## config.mk

```make
export PLATFORM = sky130hd
export DESIGN_NAME = td4_exec_ctrl
export DESIGN_NICKNAME = d
export VERILOG_FILES = /design/src/rtl/td4_exec_ctrl.sv
export SDC_FILE = /design/constraint.sdc
export NUM_CORES = 1
export LEC_CHECK = 0
export CAP_MARGIN = 20
export CORE_MARGIN = 1
export CORE_UTILIZATION = 45
export DETAILED_ROUTE_END_ITERATION = 6
export HOLD_SLACK_MARGIN = 0.06
export PLACE_DENSITY = 0.82
export SLEW_MARGIN = 20
export SYNTH_ARGS = -nofsm -noshare
export SYNTH_HDL_FRONTEND = slang
export SYNTH_SLANG_ARGS = --single-unit
```

## constraint.sdc

```tcl
create_clock -name clk_i -period 1.97 [get_ports clk_i]
set_clock_uncertainty 0.15 [all_clocks]
set_input_delay 0.394 -clock clk_i [delete_from_list [all_inputs] [get_ports clk_i]]
set_output_delay 0.394 -clock clk_i [all_outputs]
set_load 0.01 [all_outputs]
```

## src/rtl/td4_exec_ctrl.sv

```systemverilog
`default_nettype none
// ============================================================================
// Module  : td4_exec_ctrl
// Brief   : TD4-style 4-bit CPU control unit. FETCH/EXEC/FLAG sequencer that
//           drives the external adder operands and owns the architectural state.
// Revision: 1.0 - initial release
// ============================================================================
module td4_exec_ctrl (
    input  logic       clk_i,
    input  logic       rst_ni,
    input  logic       step_i,
    input  logic [7:0] instr_i,
    input  logic [3:0] in_port_i,
    input  logic [3:0] alu_result_i,
    input  logic       alu_flagC_i,
    output logic [3:0] pc_o,
    output logic [3:0] alu_a_o,
    output logic [3:0] alu_b_o,
    output logic [3:0] out_port_o,
    output logic [3:0] reg_a_o,
    output logic [3:0] reg_b_o,
    output logic       instr_done_o
);

    localparam logic [3:0] OP_ADD_A = 4'b0000;
    localparam logic [3:0] OP_MOV_AB = 4'b0001;
    localparam logic [3:0] OP_IN_A  = 4'b0010;
    localparam logic [3:0] OP_MOV_A = 4'b0011;
    localparam logic [3:0] OP_MOV_BA = 4'b0100;
    localparam logic [3:0] OP_ADD_B = 4'b0101;
    localparam logic [3:0] OP_IN_B  = 4'b0110;
    localparam logic [3:0] OP_MOV_B = 4'b0111;
    localparam logic [3:0] OP_OUT_B = 4'b1001;
    localparam logic [3:0] OP_OUT_I = 4'b1011;
    localparam logic [3:0] OP_JNC   = 4'b1110;
    localparam logic [3:0] OP_JMP   = 4'b1111;

    typedef enum logic [1:0] {
        ST_FETCH = 2'd0,
        ST_EXEC  = 2'd1,
        ST_FLAG  = 2'd2
    } state_t;

    state_t     state_q;
    logic [7:0] ir_q;
    logic [3:0] pc_q;
    logic [3:0] pc_d;
    logic [3:0] reg_a_q;
    logic [3:0] reg_b_q;
    logic [3:0] out_q;
    logic       c_flag_q;
    logic       done_q;
    logic       wr_a;
    logic       wr_b;
    logic       wr_out;

    logic [3:0] w_op;
    logic [3:0] w_imm;
    assign w_op  = ir_q[7:4];
    assign w_imm = ir_q[3:0];

    // Operand steering and destination decode; operands stay zero outside EXEC.
    always_comb begin
        alu_a_o = 4'h0;
        alu_b_o = 4'h0;
        wr_a    = 1'b0;
        wr_b    = 1'b0;
        wr_out  = 1'b0;
        if (state_q == ST_EXEC) begin
            case (w_op)
                OP_ADD_A:  begin alu_a_o = reg_a_q;   alu_b_o = w_imm; wr_a = 1'b1; end
                OP_ADD_B:  begin alu_a_o = reg_b_q;   alu_b_o = w_imm; wr_b = 1'b1; end
                OP_MOV_A:  begin alu_b_o = w_imm;     wr_a = 1'b1; end
                OP_MOV_B:  begin alu_b_o = w_imm;     wr_b = 1'b1; end
                OP_MOV_AB: begin alu_a_o = reg_b_q;   wr_a = 1'b1; end
                OP_MOV_BA: begin alu_a_o = reg_a_q;   wr_b = 1'b1; end
                OP_IN_A:   begin alu_a_o = in_port_i; wr_a = 1'b1; end
                OP_IN_B:   begin alu_a_o = in_port_i; wr_b = 1'b1; end
                OP_OUT_B:  begin alu_a_o = reg_b_q;   alu_b_o = w_imm; wr_out = 1'b1; end
                OP_OUT_I:  begin alu_b_o = w_imm;     wr_out = 1'b1; end
                OP_JMP:    alu_b_o = w_imm;
                OP_JNC:    alu_b_o = w_imm;
                default:   ;
            endcase
        end
    end

    // c_flag holds the carry of the previously completed instruction.
    always_comb begin
        pc_d = pc_q + 4'd1;
        if (w_op == OP_JMP || (w_op == OP_JNC && !c_flag_q)) begin
            pc_d = w_imm;
        end
    end

    always_ff @(posedge clk_i) begin
        if (!rst_ni) begin
            state_q  <= ST_FETCH;
            ir_q     <= 8'h00;
            pc_q     <= 4'h0;
            reg_a_q  <= 4'h0;
            reg_b_q  <= 4'h0;
            out_q    <= 4'h0;
            c_flag_q <= 1'b0;
            done_q   <= 1'b0;
        end else begin
            case (state_q)
                ST_FETCH: begin
                    done_q <= 1'b0;
                    if (step_i) begin
                        ir_q    <= instr_i;
                        state_q <= ST_EXEC;
                    end
                end
                ST_EXEC: begin
                    if (wr_a)   reg_a_q <= alu_result_i;
                    if (wr_b)   reg_b_q <= alu_result_i;
                    if (wr_out) out_q   <= alu_result_i;
                    pc_q    <= pc_d;
                    done_q  <= 1'b1;
                    state_q <= ST_FLAG;
                end
                ST_FLAG: begin
                    c_flag_q <= alu_flagC_i;
                    done_q   <= 1'b0;
                    state_q  <= ST_FETCH;
                end
                default: begin
                    done_q  <= 1'b0;
                    state_q <= ST_FETCH;
                end
            endcase
        end
    end

    assign pc_o         = pc_q;
    assign out_port_o   = out_q;
    assign reg_a_o      = reg_a_q;
    assign reg_b_o      = reg_b_q;
    assign instr_done_o = done_q;

endmodule
`default_nettype wire

```

==> run summary <==
Status -> complete, but fails checks
Failing checks -> DRC, setup timing
Cell Rows -> 19
Cell area power density -> 599 nW/um^2
Maximum VDD drop -> 0.344 mV
Layer with the highest usage -> met2
Max-Slew Margin vs Limit -> 63.4%
Worst skew pair latency -> 0.33 ns
DR vias/cell -> 5.70
Final setup fails -> 8
Tot GR Track Use -> 25.2%
Worst endpoint data arrival time -> 1.52 ns
Area contributors post-synth -> dfxtp_1 (40%), mux2i_1 (13%), nor2_1 (6.8%), mux2_2 (3.3%), a21oi_1 (2.5%)
Critical Path RT -> 1.43 ns
Post-synthesis to final-layout area growth -> 49.9%
Die H -> 57.5 um
Met1 usage in global routing -> 27.3%
Post-Syn Nets -> 175
Number of detailed-route iterations in the first pass -> 6
Largest net degree at the start of global routing -> 17
GR Util met2 -> 48.5%
Vias in the first global route -> 1411
Clock Tree Buf Depth -> 2
DRC violations left -> 3
Worst setup path start -> ir_q[5]$_SDFFE_PN0P_
Share of layout cells above drive strength 1 -> 25.0%
Post-Syn Area -> 1390 um^2
Clock root buffer -> clkbuf_4
Synth top area share -> 40.5%
RR Startpoint -> ir_q[7]$_SDFFE_PN0P_
Chip Width -> 57.5 um
Antenna violations before repair -> 0
Final WL -> 3860 um
TritonCTS Buffers -> 3
Sequential-to-total area share from yosys stat -> 40.5%
Hold path start -> out_port_o[1]$_SDFFE_PN0P_
I/O pin count -> 45
Met3 GRT Util -> 5.22%
Setup Crit Path Kind -> flop to output port
Crit path max fanout -> 6
GP Congestion -> 0.822
Total power -> 1.24 mW
Port bufs -> 44
Cell taking the most area after synthesis -> dfxtp_1
Starting Density -> 49.0%
Crit share post-route -> 105%
DR WL/cell -> 15.6 um
Die area -> 3300 um^2
Initial DRC count -> 40
Synth Flop Type -> dfxtp_1
Period minus WS final -> 2.07 ns
Final Slew Violations -> 0
Htree depth -> 1
F_max -> 483 MHz
Global-route wire length before repair -> 6390 um
Mapped Cells -> 154
Syn_area_per_cell -> 8.99 um^2
Via count -> 1409
Post-DRT Antenna Nets -> 0
Worst hold path class -> flop to flop
Antenna cell count -> 0
Hold Fails Final Rpt -> 0
Cell Count, Final, Fillers Out -> 247
Clock sinks -> 28
Synth warnings -> 0
RSZ-0062 raised after global routing -> true
Dpl cells -> 241
Most common cell in the netlist -> dfxtp_1
Max Cap Viol -> 0
CP endpoint kind -> output port
Synthesized flop and latch total -> 28
Core area -> 2830 um^2
Startpoint types -> flop
Overflow after GRT -> 0
Nets -> 238
Distinct cells, synth -> 38
Fraction of registers with async set/reset -> 0%
Leakage -> 0.800 nW
Fillers -> 214
Final Worst Setup Slack -> -0.0983 ns
CTS tree -> built
Post-synth EDFFs -> 0
Commonest cells post-synth -> dfxtp_1 (28), nor2_1 (25), mux2i_1 (18)
CTS clk-pin slew, worst paths -> 0.16 ns
Transition time of the tightest slew-check pin -> 0.548 ns
Post-DP HPWL -> 2970 um
==> stage by stage <==
stage	area, um^2	util (%)	hold WS [ns]	setup slack [ns]	TNS [ns]
after floorplan	1390	-	0.305	0.227	0
after global placement	1980	70.0	0.314	-0.294	-1.71
after detailed placement	1980	70.0	0.319	-0.359	-2.04
after CTS	2050	72.4	0.340	-0.103	-0.494
after global routing	2080	73.4	0.357	-0.188	-1.09
final	2080	73.4	0.341	-0.0983	-0.458
==> critical path: stages (launching register included) <==
cell and delay, ns:
dfxtp_4 0.41, buf_6 0.12, mux2_4 0.30, a32oi_1 0.16, nor2_1 0.07, buf_2 0.14
==> layout make-up <==
| cell class | count | area, um^2 | area share [%] |
|---|---|---|---|
| multi-input combinational | 110 | 798 | 38.5 |
| timing repair buffer | 69 | 596 | 28.7 |
| sequential | 28 | 572 | 27.5 |
| tap | 31 | 38.8 | 1.87 |
| clock inverter | 1 | 30.0 | 1.45 |
| clock buffer | 3 | 22.5 | 1.08 |
| inverter | 5 | 18.8 | 0.904 |
==> cells in the final DEF (no fill, tap or decap), types with 2 or more instances in the layout <==
cell type,instances
a21oi_1,4
a21oi_2,3
a31oi_1,2
a32oi_1,2
a32oi_2,2
buf_2,8
buf_4,23
buf_6,2
clkbuf_4,3
clkdlybuf4s50_1,36
dfxtp_1,25
dfxtp_4,3
inv_1,5
mux2_4,3
mux2i_1,18
nand2_1,5
nand3_1,4
nand4_1,4
nor2_1,25
nor2b_1,4
o211ai_1,4
o21ai_0,5
==> registers in the layout, indices dropped and copies added, names as in the netlist <==
| signal | flops |
|---|---|
| c_flag_q | 1 |
| instr_done_o | 1 |
| ir_q | 8 |
| out_port_o | 4 |
| pc_o | 4 |
| reg_a_o | 4 |
| reg_b_o | 4 |
| state_q | 2 |
==> metal layers <==
metal / share of wire (%) / routed length (um)
met4: 1.6 / 61
met3: 6.8 / 263
met2: 52 / 2020
met1: 39 / 1520
met5: 0 / 0
==> cells by family after synthesis <==
group	after synthesis	synth area share, %
buffers and inverters	16	5.42
AO/OA/AOI/OAI	29	13.9
multiplexers	22	16.3
adder cells (fa/ha/maj)	1	0.903
AND/OR/NAND/NOR	58	23.0
flip-flops	28	40.5
==> repair_timing <==
action | 4_1_cts | 5_1_grt
setup buffers | 2 | 0
resized for setup | 47 | 5
pin swaps | 11 | 5
hold buffers | 0 | 0
endpoints found under the setup margin | 8 | 8
gates cloned | 0 | 0
==> final timing paths <==
check                               endpoint  slack, ns  cells past startpoint
hold reg to reg   out_port_o[1]$_SDFFE_PN0P_       0.34                      2
setup / recovery                  alu_a_o[2]       -0.1                      5
hold / removal    out_port_o[1]$_SDFFE_PN0P_       0.34                      2
setup reg to reg        pc_o[0]$_SDFFE_PN0P_       0.24                      5
==> where the power goes <==
group | total, mW | leakage, nW | switching (mW) | internal, mW
Combinational | 0.256 | 0.542 | 0.113 | 0.144
Clock | 0.373 | 0.0279 | 0.168 | 0.206
Sequential | 0.613 | 0.230 | 0.0242 | 0.589
Total | 1.24 | 0.800 | 0.304 | 0.938
No activity file was read; power rests on OpenSTA's default activity.
